<file path="src/rtl/oam_dma_ctrl.sv">
// oam_dma_ctrl
//   Game Boy OAM DMA sequencer and CPU/DMA arbiter for the shared memory bus.
//   A CPU write to FF46 latches the source page and copies LEN bytes from
//   {src_hi,8'h00} into OAM. Each byte takes CPB clocks:
//     - phase 0 reads the source byte;
//     - phase 1 writes it into OAM;
//     - the remaining phases leave the bus to the CPU.
//
// Ports
//   clk, rst_n            clock (rising edge), async active-low reset
//   cpu_addr/wdata/we/re  CPU bus request (strobes last one clock)
//   cpu_rdata             read data, valid the clock after an accepted cpu_re
//   cpu_wait              CPU must hold its request this clock
//   mem_addr/wdata/we/re  shared memory bus, mem_rdata valid 1 clock after mem_re
//   oam_addr/wdata/we     OAM byte write port
//   dma_active            transfer in progress, start delay included
//
// Build option
//   OAM_DMA_BUS_LOCK_EN   when defined, CPU accesses below FF00 are blocked while
//                         dma_active (reads return 8'hFF, writes dropped, no wait).
//                         When undefined, they pass through like FFxx accesses.

module oam_dma_ctrl #(
    parameter int unsigned LEN         = 160,
    parameter int unsigned CPB         = 4,
    parameter int unsigned START_DELAY = 4
) (
    input  logic        clk,
    input  logic        rst_n,
    input  logic [15:0] cpu_addr,
    input  logic [7:0]  cpu_wdata,
    input  logic        cpu_we,
    input  logic        cpu_re,
    output logic [7:0]  cpu_rdata,
    output logic        cpu_wait,
    output logic [15:0] mem_addr,
    output logic [7:0]  mem_wdata,
    output logic        mem_we,
    output logic        mem_re,
    input  logic [7:0]  mem_rdata,
    output logic [7:0]  oam_addr,
    output logic [7:0]  oam_wdata,
    output logic        oam_we,
    output logic        dma_active
);

    localparam int unsigned PW = $clog2(CPB);
    localparam int unsigned DW = (START_DELAY > 1) ? $clog2(START_DELAY) : 1;
    localparam logic [7:0]    LAST_IDX = 8'(LEN - 1);
    localparam logic [PW-1:0] LAST_PH  = PW'(CPB - 1);
    localparam logic [DW-1:0] LAST_DLY = (START_DELAY > 0) ? DW'(START_DELAY - 1) : '0;

    typedef enum logic [1:0] {IDLE, DELAY, XFER} state_t;

    state_t        state;
    logic [7:0]    dma_reg;
    logic [7:0]    byte_idx;
    logic [PW-1:0] phase;
    logic [DW-1:0] dly_cnt;
    logic          rd_from_mem;
    logic [7:0]    rd_val;

    logic       cpu_req, cpu_hi, is_ff46, dma_slot, cpu_blocked;
    logic       ff46_wr;
    logic [7:0] src_hi;

    always_comb begin
        cpu_req  = cpu_we | cpu_re;
        cpu_hi   = (cpu_addr >= 16'hFF00);
        is_ff46  = (cpu_addr == 16'hFF46);
        dma_slot = (state == XFER) && (phase == '0);
`ifdef OAM_DMA_BUS_LOCK_EN
        cpu_blocked = dma_active && !cpu_hi;
        cpu_wait    = cpu_req && dma_slot && cpu_hi;
`else
        cpu_blocked = 1'b0;
        cpu_wait    = cpu_req && dma_slot;
`endif
        ff46_wr = cpu_we && is_ff46 && !cpu_wait;
        // Echo RAM pages E0..FF fold down onto WRAM
        src_hi  = (dma_reg >= 8'hE0) ? (dma_reg - 8'h20) : dma_reg;

        mem_addr  = cpu_addr;
        mem_wdata = cpu_wdata;
        mem_we    = 1'b0;
        mem_re    = 1'b0;
        if (dma_slot) begin
            mem_addr  = {src_hi, byte_idx};
            mem_wdata = '0;
            mem_re    = 1'b1;
        end else if (!cpu_blocked && !is_ff46) begin
            mem_we = cpu_we;
            mem_re = cpu_re;
        end

        // An FF46 write landing on phase 1 restarts the copy, so its byte is dropped
        oam_we    = (state == XFER) && (phase == PW'(1)) && !ff46_wr;
        oam_addr  = byte_idx;
        oam_wdata = oam_we ? mem_rdata : '0;

        cpu_rdata = rd_from_mem ? mem_rdata : rd_val;
    end

    always_ff @(posedge clk or negedge rst_n) begin
        if (!rst_n) begin
            state       <= IDLE;
            dma_reg     <= 8'hFF;
            byte_idx    <= '0;
            phase       <= '0;
            dly_cnt     <= '0;
            dma_active  <= 1'b0;
            rd_from_mem <= 1'b0;
            rd_val      <= 8'hFF;
        end else begin
            rd_from_mem <= 1'b0;
            if (cpu_re && !cpu_wait) begin
                if (is_ff46)
                    rd_val <= dma_reg;
                else if (cpu_blocked)
                    rd_val <= 8'hFF;
                else
                    rd_from_mem <= 1'b1;
            end

            if (ff46_wr) begin
                dma_reg    <= cpu_wdata;
                byte_idx   <= '0;
                phase      <= '0;
                dly_cnt    <= '0;
                dma_active <= 1'b1;
                state      <= (START_DELAY == 0) ? XFER : DELAY;
            end else begin
                case (state)
                    IDLE: begin
                        // FSM leaves XFER after the last OAM write; dma_active
                        // covers the remaining bus-free phases of that byte.
                        if (dma_active) begin
                            if (phase == LAST_PH) begin
                                phase      <= '0;
                                dma_active <= 1'b0;
                            end else begin
                                phase <= phase + PW'(1);
                            end
                        end
                    end
                    DELAY: begin
                        if (dly_cnt == LAST_DLY) begin
                            dly_cnt <= '0;
                            state   <= XFER;
                        end else begin
                            dly_cnt <= dly_cnt + DW'(1);
                        end
                    end
                    XFER: begin
                        if (phase == PW'(1) && byte_idx == LAST_IDX) begin
                            state    <= IDLE;
                            byte_idx <= '0;
                            if (CPB == 2) begin
                                phase      <= '0;
                                dma_active <= 1'b0;
                            end else begin
                                phase <= PW'(2);
                            end
                        end else if (phase == LAST_PH) begin
                            phase    <= '0;
                            byte_idx <= byte_idx + 8'd1;
                        end else begin
                            phase <= phase + PW'(1);
                        end
                    end
                    default: state <= IDLE;
                endcase
            end
        end
    end

endmodule

</file>
<file path="config.mk">
export PLATFORM = sky130hd
export DESIGN_NAME = oam_dma_ctrl
export DESIGN_NICKNAME = d
export VERILOG_FILES = /design/src/rtl/oam_dma_ctrl.sv
export SDC_FILE = /design/constraint.sdc
export NUM_CORES = 1
export LEC_CHECK = 0
export BUFFER_PORTS_ARGS = -buffer_cell sky130_fd_sc_hd__buf_4
export CAP_MARGIN = 20
export CORE_ASPECT_RATIO = 1.75
export CORE_MARGIN = 2
export CORE_UTILIZATION = 51
export DETAILED_ROUTE_END_ITERATION = 12
export GPL_TIMING_DRIVEN = 0
export PLACE_DENSITY_LB_ADDON = 0.12
export SETUP_SLACK_MARGIN = 0.2
export SLEW_MARGIN = 20
export SYNTH_ARGS = -nofsm -noshare
export SYNTH_HDL_FRONTEND = slang
export SYNTH_SLANG_ARGS = --single-unit
</file>
<file path="constraint.sdc">
create_clock -name clk -period 4.1 [get_ports clk]
set_clock_uncertainty 0.05 [all_clocks]
set_input_delay 0 -clock clk [delete_from_list [all_inputs] [get_ports clk]]
set_output_delay 0 -clock clk [all_outputs]
set_load 0.005 [all_outputs]
</file>
==> results of run 1 <==
[worst max path at each step]
stage / start / to / slack [ps] / cells after the start
floorplan: phase[0] / dma_reg[3] / 2360 / 8
global placement: phase[0] / mem_addr[15] / 2070 / 8
detailed placement: phase[0] / mem_addr[14] / 2010 / 7
CTS: phase[0] / mem_addr[14] / 1700 / 7
global route: phase[0] / mem_addr[15] / 1520 / 8
finish: phase[0] / mem_addr[15] / 1770 / 7
[layer usage]
metal	GRT usage	vias to the layer above	wire, um
met3	0.04639	13	335
li1	-	904	-
met4	0.09330	0	114
met5	0	-	0
met2	0.4837	81	3085
met1	0.2433	881	1854
[logic make-up after synthesis]
| family | Yosys count | synth area share |
|---|---|---|
| flops | 32 | 0.4039 |
| compound gates | 29 | 0.08190 |
| mux | 38 | 0.2124 |
| simple gates | 75 | 0.2149 |
| buf+inv | 15 | 0.04556 |
| fa+ha+maj | 6 | 0.03694 |
| xor+xnor | 1 | 0.004311 |
[final cells by class]
cell class	count	area, sq um	area share
clock buffers	8	90.09	0.03061
well taps	48	60.06	0.02041
plain buffers	10	73.82	0.02509
inverters	5	18.77	0.006378
flip-flops and latches	32	820.8	0.2789
repair buffers	98	760.7	0.2585
multi-input cells	149	1119	0.3801
[where the power goes]
part | internal [mW] | switching, mW | leakage [nW]
sequential | 0.319 | 0.00262 | 0.324
combinational | 0.0664 | 0.0410 | 1.05
clock | 0.137 | 0.110 | 0.0455
[worst reg2reg max path, stage by stage (launching register included)]
cell and delay [ps]:
dfrtp_1 390, inv_1 90, ha_1 180, nor4bb_1 670, nand2_1 280, o21ai_0 220
a21oi_1 80
[cells in the mapped netlist (2+ instances only)]
master,n,share of area
nand2b_1,2,0.0062
and2_1,20,0.062
dfrtp_1,16,0.20
buf_6,2,0.011
dfstp_2,16,0.21
mux2i_1,3,0.015
nand2_1,16,0.030
nand4_1,6,0.018
inv_1,5,0.0092
nand3b_1,3,0.011
o21bai_1,2,0.0074
o21ai_0,11,0.027
mux2_2,33,0.18
mux2_4,2,0.015
a21oi_1,11,0.027
nand3_1,4,0.0099
a311oi_1,2,0.0086
nor3_1,3,0.0074
clkbuf_1,4,0.0074
ha_1,6,0.037
nor2_1,11,0.020
==> summary.txt, run 1 <==
Floorplan
  • I/O Pins: 89
  • Die Ht: 87.50 um
  • Die X: 51.72 um
  • Full die area: 0.004525 sq mm
  • Initial Util: 0.5256
  • Row cnt: 30
  • Core area: 0.003866 sq mm

GRT
  • First-pass GRT wire length: 8342 um
  • Initial antenna violation count: 0
  • GRT Overall Usage: 0.2463
  • Largest net degree at the start of global routing: 33
  • GRT overflow: 0
  • Vias in the first global route: 1802

Min path
  • Hold Path Cell Cnt: 5
  • Worst hold-check path type: input pin to register
  • WHS Endpoint: dma_reg[5]
  • Hold Startpoint: cpu_addr[7]

CTS
  • Longest Clk Path Bufs: 2
  • Postcts setup bufs: 0
  • Htree depth: 2
  • Total CTS buffers: 5
  • Clock Latency Late Sink: 280 ps
  • CTS Hold Bufs: 10
  • TritonCTS clock tree: done
  • Root Driver: clkbuf_8
  • Clk slew on worst S/H paths: 60 ps
  • Clk sinks: 32
  • CTS resizes: 0

Route
  • DR DRC count: 0
  • Drt via density: 5.369
  • Via count: 1879
  • Post-route ant nets: 0
  • Drt first-iter violations: 23
  • Average wire per standard cell: 15.40 um
  • Drt pass-1 iters: 4
  • Routed WL: 5390 um

Worst setup path
  • R2R setup slack: 2020 ps
  • CP Launch Type: register
  • Family with the most delay on the worst path: buffers and inverters
  • Crit path required time: 4050 ps
  • Critical path cell sequence: inv_1 > ha_1 > nand3b_1 > buf_1 > clkbuf_1 > o21ai_0 > buf_4
  • R2r worst-path depth: 6
  • R2R Path End: phase[0]
  • Crit Reg-Reg Startpoint: phase[1]
  • Crit path buf inv count: 4
  • Critical path class: register to primary output
  • Slowest-stage cell, CP: buf_1
  • Max incr delay on CP: 510 ps
  • CP Capture Type: primary output
  • Crit path max fanout: 10
  • CP arrival: 2280 ps

Yosys
  • Ys async rst share: 1.000
  • Gate count after technology mapping: 196
  • Post-Syn Area: 0.002032 sq mm
  • Seq/Total Area, Yosys: 0.4039
  • Ys Warns: 0
  • Number of synthesized register bits: 32
  • Post-synth EDFFs: 0
  • Distinct cells, synth: 39
  • Synthesized area per cell: 10.37 sq um
  • Predominant post-synthesis flop cell: dfstp_2
  • Post-Syn Nets: 238

Run
  • Max-Cap Viols: 0

Placement
  • Placed cells: 332
  • Dpl hpwl: 4140 um
  • Pre-CTS WS: 2014 ps
  • Placed instance area: 0.002753 sq mm
  • GPL Wtd Cong: 0.7957
  • Input/output buffers: 88

STA
  • RSZ-0062 raised after global routing: no
  • Setup TNS: 0 ps
  • FMAX: 428.3 MHz
  • Worst Tran Pin Value: 731.0 ps
  • Final-report hold violation count: 0
  • Final setup violation count: 0
  • Final period utilization: 0.5695
  • Min cycle time layout: 2335 ps
  • Count of pins over their slew limit: 0
  • WHS: 75.76 ps
  • Slew margin rel.: 0.5060
  • Final setup margin: 1765 ps

Outcome
  • Status: complete, no violations

Power and ir drop
  • Max VDD drop: 0.3114 mV
  • Post-route total power: 0.6753 mW
  • Leakage: 1.418 nW
  • Pwr/cell area: 229.5 mW/mm^2

Final layout
  • Layout overhead on the synthesized area: 44.83%
  • Fin cells: 350
  • Most frequent cells in the layout: buf_4, mux2_2, and2_1
  • Inserted Diodes: 0
  • Core Util, Final: 0.7612
  • Fillers: 285
  • Share of post-route cells with drive strength above 1: 0.5066
  • Final net count: 343
  • Final instance area: 0.002943 sq mm
  • Commonest non-fill, non-tap cell in the layout: buf_4
No activity file was read; power rests on OpenSTA's default activity.
==> inputs of run 2 (changes only) <==
--- a/config.mk
+++ b/config.mk
@@ -9,7 +9,7 @@
 export CAP_MARGIN = 20
 export CORE_ASPECT_RATIO = 1.75
 export CORE_MARGIN = 2
-export CORE_UTILIZATION = 51
+export CORE_UTILIZATION = 48
 export DETAILED_ROUTE_END_ITERATION = 12
 export GPL_TIMING_DRIVEN = 0
 export PLACE_DENSITY_LB_ADDON = 0.12
==> constraint.sdc (replaced) <==
create_clock -name clk -period 2.25 [get_ports clk]
set_clock_uncertainty 0.05 [all_clocks]
set_input_delay 0 -clock clk [delete_from_list [all_inputs] [get_ports clk]]
set_output_delay 0 -clock clk [all_outputs]
set_load 0.005 [all_outputs]
==> run 2 against run 1 <==
Effect of this change: hold slack improved by 21 ps; final area rose by 1.9%; combinational power rose by 83%; global-route usage fell by 0.80 points; clock power rose by 97%; first-iteration DRC count fell by 17%; non-clock buffer count did not move; setup slack got worse by 1500 ps; sequential cell count did not move; clock-buffer cell count did not move; critical endpoint is now mem_addr[14]; largest cell class unchanged; highest routed layer unchanged.
==> summary.txt, run 2 (same netlist as run 1, synthesis figures left out) <==
Worst setup path
  • Max incr delay on CP: 430 ps (was 510 ps)
  • Crit path max fanout: 10 (unchanged)
  • CP arrival: 1930 ps (was 2280 ps)
  • CP Capture Type: primary output (unchanged)
  • Critical path class: register to primary output (unchanged)
  • R2r worst-path depth: 8 (was 6)
  • R2R setup slack: 290 ps (was 2020 ps)
  • Critical path cell sequence: inv_1 > ha_1 > nand3b_1 > buf_4 > clkbuf_2 > o21ai_0 > buf_4 (was inv_1 > ha_1 > nand3b_1 > buf_1 > clkbuf_1 > o21ai_0 > buf_4)
  • Crit Reg-Reg Startpoint: phase[0] (was phase[1])
  • R2R Path End: dma_reg[4] (was phase[0])
  • Family with the most delay on the worst path: buffers and inverters (unchanged)
  • Crit path buf inv count: 4 (unchanged)
  • Crit path required time: 2200 ps (was 4050 ps)
  • CP Launch Type: register (unchanged)
  • CP dominant cell by count: buf_4
  • Slowest-stage cell, CP: dfrtp_1 (was buf_1)

Floorplan
  • Die Ht: 90.07 um (was 87.50 um)
  • I/O Pins: 89 (unchanged)
  • Full die area: 0.004790 sq mm (was 0.004525 sq mm)
  • Die X: 53.19 um (was 51.72 um)
  • Initial Util: 0.4942 (was 0.5256)
  • Row cnt: 31 (was 30)
  • Core area: 0.004111 sq mm (was 0.003866 sq mm)

STA
  • Final-report hold violation count: 0 (unchanged)
  • Worst Tran Pin Value: 598.1 ps (was 731.0 ps)
  • WHS: 96.57 ps (was 75.76 ps)
  • Count of pins over their slew limit: 0 (unchanged)
  • Final period utilization: 0.8820
  • Setup TNS: 0 ps (unchanged)
  • FMAX: 503.9 MHz
  • Min cycle time layout: 1985 ps
  • Final setup violation count: 0 (unchanged)
  • Slew margin rel.: 0.5983 (was 0.5060)
  • RSZ-0062 raised after global routing: yes (was no)

Outcome
  • Status: complete, no violations (unchanged)

Route
  • Average wire per standard cell: 15.76 um (was 15.40 um)
  • Drt first-iter violations: 19 (was 23)
  • Via count: 1905 (was 1879)
  • Met2 WL post-DR: 3065 um (was 3085 um)
  • Total length of routed met3 wires: 370 um (was 335 um)
  • Routed WL: 5548 um (was 5390 um)
  • Post-route ant nets: 0 (unchanged)
  • Drt via density: 5.412 (was 5.369)
  • Drt pass-1 iters: 4 (unchanged)
  • M1 WL: 2007 um (was 1854 um)
  • Top Metal Used: met4 (unchanged)
  • DR DRC count: 0 (unchanged)

CTS
  • Longest Clk Path Bufs: 2 (unchanged)
  • Clk slew on worst S/H paths: 70 ps (was 60 ps)
  • Root Driver: clkbuf_8 (unchanged)
  • Htree depth: 2 (unchanged)
  • Clk sinks: 32 (unchanged)
  • TritonCTS clock tree: done (unchanged)
  • Clock Latency Late Sink: 280 ps (about the same)
  • Total CTS buffers: 5 (unchanged)

Final layout
  • Layout overhead on the synthesized area: 47.54% (was 44.83%)
  • Commonest non-fill, non-tap cell in the layout: buf_4 (unchanged)
  • Inserted Diodes: 0 (unchanged)
  • Final net count: 344 (was 343)
  • Share of post-route cells with drive strength above 1: 0.5347 (was 0.5066)
  • Most frequent cells in the layout: buf_4, mux2_2, and2_1 (unchanged)

Placement
  • Input/output buffers: 88 (unchanged)
  • Dpl hpwl: 4066 um (was 4140 um)
  • GPL Wtd Cong: 0.8348 (was 0.7957)

GRT
  • GRT overflow: 0 (unchanged)
  • First-pass GRT wire length: 8714 um (was 8342 um)
  • Largest net degree at the start of global routing: 33 (unchanged)
  • GRT Overall Usage: 0.2383 (was 0.2463)
  • Initial antenna violation count: 0 (unchanged)
  • Vias in the first global route: 1873 (was 1802)

Min path
  • Worst hold-check path type: input pin to register (unchanged)
  • WHS Endpoint: dma_reg[6] (was dma_reg[5])
  • Hold Startpoint: cpu_addr[5] (was cpu_addr[7])
  • Hold Path Cell Cnt: 5 (unchanged)

Power and ir drop
  • Pwr/cell area: 423.3 mW/mm^2 (was 229.5 mW/mm^2)
  • Leakage: 1.440 nW (was 1.418 nW)
  • Max VDD drop: 0.4248 mV (was 0.3114 mV)
  • Post-route total power: 1.269 mW (was 0.6753 mW)

Run
  • Max-Cap Viols: 0 (unchanged)
==> run 2: how the worst max path moves through the flow <==
stage                         from  slack [ps]      endpoint  cells after the start
after detailed placement  phase[0]         190  mem_addr[14]                      8
after global placement    phase[0]         220  mem_addr[14]                      8
final                     phase[0]         270  mem_addr[14]                      7
after global routing      phase[0]         140  mem_addr[13]                      8
after floorplan           phase[0]         510    dma_reg[3]                      8
after CTS                 phase[0]         220  mem_addr[14]                      8
==> run 2: cell type report <==
cell class / instances / area (sq um)
buffer: 10 / 81.33
sequential: 32 / 820.8
multi-input combinational: 150 / 1155
fill: 313 / 1114
inverter: 5 / 18.77
timing repair buffer: 98 / 760.7
tap: 49 / 61.31
clock buffer: 8 / 100.1
==> run 2: worst min-delay path: stages <==
cell and delay [ps]:
buf_4 80, or4b_4 120, nor4_4 60, nand3_1 70, o21ai_0 70
==> run 2: routing by layer <==
| metal | up-vias | track usage |
|---|---|---|
| met3 | 9 | 0.04153 |
| met2 | 76 | 0.4417 |
| met4 | 0 | 0.08120 |
| met1 | 912 | 0.2552 |
| met5 | - | 0 |
| li1 | 908 | - |
==> run 2: what timing repair did <==
action                                  CTS  global route
gates cloned                              0             1
endpoints found under the hold margin    41             0
gates resized for setup                   5             7
hold buffers                             10             0
setup buffers                             0             0
endpoints found under the setup margin   30            26
pin swaps                                 0             1
==> run 2: power by group <==
| group | internal (mW) | leakage [nW] | switching [mW] |
|---|---|---|---|
| clock | 0.279 | 0.0515 | 0.208 |
| sequential | 0.581 | 0.324 | 0.00504 |
| combinational | 0.122 | 1.06 | 0.0746 |
==> run 2: stage by stage <==
step / area [sq um] / setup WS, ps / util / instances
after floorplan: 2032 / 514.8 / - / 196
after global placement: 2754 / 215.6 / 0.6698 / 333
final: 2998 / 265.4 / 0.7292 / 352
after detailed placement: 2754 / 186.7 / 0.6698 / 333
after CTS: 2968 / 216.6 / 0.7219 / 351
after global routing: 2998 / 143.1 / 0.7292 / 352
==> inputs of run 3 (changes only) <==
--- a/config.mk
+++ b/config.mk
@@ -11,7 +11,7 @@
 export CORE_MARGIN = 2
 export CORE_UTILIZATION = 48
 export DETAILED_ROUTE_END_ITERATION = 12
-export GPL_TIMING_DRIVEN = 0
+export GPL_TIMING_DRIVEN = 1
 export PLACE_DENSITY_LB_ADDON = 0.12
 export SETUP_SLACK_MARGIN = 0.2
 export SLEW_MARGIN = 20
==> run 3 against run 2 <==
Effect of this change: final cell count is 0.57% lower; die area stayed put; highest routed layer unchanged; routed wire length is 1.9% lower; critical path type unchanged; maximum frequency is 4.1% higher; clock power is 5.5% lower; hold slack worse by 31 ps; clock-buffer cell count is 2 lower; power is 2.1% lower; non-clock buffer count is 1 lower; core utilization is 1.3 points lower; setup slack better by 79 ps; sequential power hardly changed.
==> summary.txt, run 3 (same netlist as run 1, synthesis figures left out) <==
GRT
  • Largest net degree at the start of global routing: 33 (unchanged)
  • First-pass GRT wire length: 8583 um (was 8714 um)
  • Initial antenna violation count: 0 (unchanged)
  • Vias in the first global route: 1853 (was 1873)
  • GRT overflow: 0 (unchanged)
  • GRT Overall Usage: 0.2404 (was 0.2383)

Placement
  • Placed instance area: 0.002740 sq mm (was 0.002754 sq mm)
  • GPL Wtd Cong: 0.8287 (was 0.8348)
  • Input/output buffers: 88 (unchanged)
  • Dpl hpwl: 4100 um (was 4066 um)

STA
  • Final setup violation count: 0 (unchanged)
  • Count of pins over their slew limit: 0 (unchanged)
  • Final period utilization: 0.8470 (was 0.8820)
  • Worst Tran Pin Value: 399.5 ps (was 598.1 ps)
  • FMAX: 524.7 MHz (was 503.9 MHz)
  • Setup TNS: 0 ps (unchanged)
  • Min cycle time layout: 1906 ps (was 1985 ps)
  • Slew margin rel.: 0.7337 (was 0.5983)
  • RSZ-0062 raised after global routing: no (was yes)
  • Final-report hold violation count: 0 (unchanged)
  • WHS: 65.10 ps (was 96.57 ps)

CTS
  • Longest Clk Path Bufs: 2 (unchanged)
  • Total CTS buffers: 5 (unchanged)
  • TritonCTS clock tree: done (unchanged)
  • Clk slew on worst S/H paths: 70 ps (about the same)
  • Clk sinks: 32 (unchanged)
  • Root Driver: clkbuf_8 (unchanged)
  • Htree depth: 2 (unchanged)
  • Clock Latency Late Sink: 290 ps (was 280 ps)

Route
  • Average wire per standard cell: 15.54 um (was 15.76 um)
  • Via count: 1895 (was 1905)
  • Drt pass-1 iters: 4 (unchanged)
  • Drt first-iter violations: 19 (unchanged)
  • Drt via density: 5.414 (was 5.412)
  • Routed WL: 5440 um (was 5548 um)
  • Post-route ant nets: 0 (unchanged)
  • DR DRC count: 0 (unchanged)

Floorplan
  • Die Ht: 90.07 um (unchanged)
  • Core area: 0.004111 sq mm (unchanged)
  • I/O Pins: 89 (unchanged)
  • Initial Util: 0.4942 (unchanged)
  • Die X: 53.19 um (unchanged)
  • Row cnt: 31 (unchanged)
  • Full die area: 0.004790 sq mm (unchanged)

Power and ir drop
  • Max VDD drop: 0.4831 mV (was 0.4248 mV)
  • Pwr/cell area: 422.1 mW/mm^2 (was 423.3 mW/mm^2)
  • Leakage: 1.432 nW (was 1.440 nW)

Worst setup path
  • Family with the most delay on the worst path: buffers and inverters (unchanged)
  • CP Launch Type: register (unchanged)
  • Critical path cell sequence: inv_1 > ha_1 > nand3b_1 > buf_4 > mux2_2 > buf_4 (was inv_1 > ha_1 > nand3b_1 > buf_4 > clkbuf_2 > o21ai_0 > buf_4)
  • Crit path buf inv count: 3 (was 4)
  • Critical path class: register to primary output (unchanged)
  • Slowest-stage cell, CP: dfrtp_1 (unchanged)
  • Crit path max fanout: 23 (was 10)
  • CP dominant cell by count: buf_4 (unchanged)
  • CP Capture Type: primary output (unchanged)
  • CP arrival: 1860 ps (was 1930 ps)
  • Crit path required time: 2200 ps (about the same)
  • R2R setup slack: 370 ps (was 290 ps)
  • Max incr delay on CP: 380 ps (was 430 ps)

Final layout
  • Most frequent cells in the layout: buf_4, mux2_2, and2_1 (unchanged)
  • Final net count: 342 (was 344)
  • Share of post-route cells with drive strength above 1: 0.5316 (was 0.5347)
  • Layout overhead on the synthesized area: 44.83% (was 47.54%)
  • Commonest non-fill, non-tap cell in the layout: buf_4 (unchanged)
  • Core Util, Final: 0.7158 (was 0.7292)
  • Final instance area: 0.002943 sq mm (was 0.002998 sq mm)
  • Inserted Diodes: 0 (unchanged)

Min path
  • Worst hold-check path type: input pin to register (unchanged)

Run
  • Max-Cap Viols: 0 (unchanged)

Outcome
  • Status: complete, no violations (unchanged)
-- run 3: cell types whose count changed in the layout (fill, tap and decap cells not counted), moves of 2 or more --
cell | before | now
buf_6 | 2 | 0
clkbuf_1 | 2 | 0
clkbuf_2 | 3 | 0
buf_4 | 90 | 97
clkinv_2 | 0 | 2
-- run 3: final cells by class --
class	count	area (sq um)
multi-input cells	149	1121
clock buffers	6	82.58
well taps	49	61.31
inverters	5	18.77
flip-flops and latches	32	820.8
fillers	357	1169
repair buffers	107	828.3
clock inverters	2	10.01
-- run 3: metrics by stage --
step / setup slack (ps) / std cells / total power [mW]
final: 344.2 / 350 / 1.242
after global routing: 211.1 / 350 / 1.307
after detailed placement: 332.2 / 331 / 0.7758
after CTS: 302.0 / 349 / 1.254
after floorplan: 514.8 / 196 / 0.6513
after global placement: 410.9 / 331 / 0.7740
-- run 3: timing repair --
item | CTS | global route
endpoints found under the hold margin | 41 | 0
gates resized for setup | 0 | 1
setup buffers | 0 | 1
endpoints found under the setup margin | 0 | 10
hold buffers | 10 | 0
-- run 3: final timing paths --
| check | depth (start not counted) | endpoint | start |
|---|---|---|---|
| setup / recovery | 6 | mem_addr[8] | phase[1] |
| max in group asynchronous | 2 | rd_val[1] | rst_n |
| min in group asynchronous | 2 | state[0] | rst_n |
| setup reg to reg | 7 | oam_addr[3] | phase[1] |
| hold reg to reg | 1 | dma_active | dma_active |
| hold / removal | 4 | dma_reg[6] | cpu_we |
-- run 3: power by group --
part / switching (mW) / internal [mW]
clock: 0.217 / 0.244
sequential: 0.00751 / 0.581
combinational: 0.0712 / 0.122
-- run 3: per-layer routing --
layer,wire (um),global-route usage
met2,2903,0.4208
met3,451,0.06811
met1,1948,0.2500
met4,137,0.1132
met5,0,0
-- run 3: worst reg2reg max path: stages, from the launching register on --
cell	delay [ps]
dfrtp_1	400
inv_1	90
ha_1	160
nand3b_1	130
and2_4	200
and2_1	260
buf_4	240
a311oi_1	230
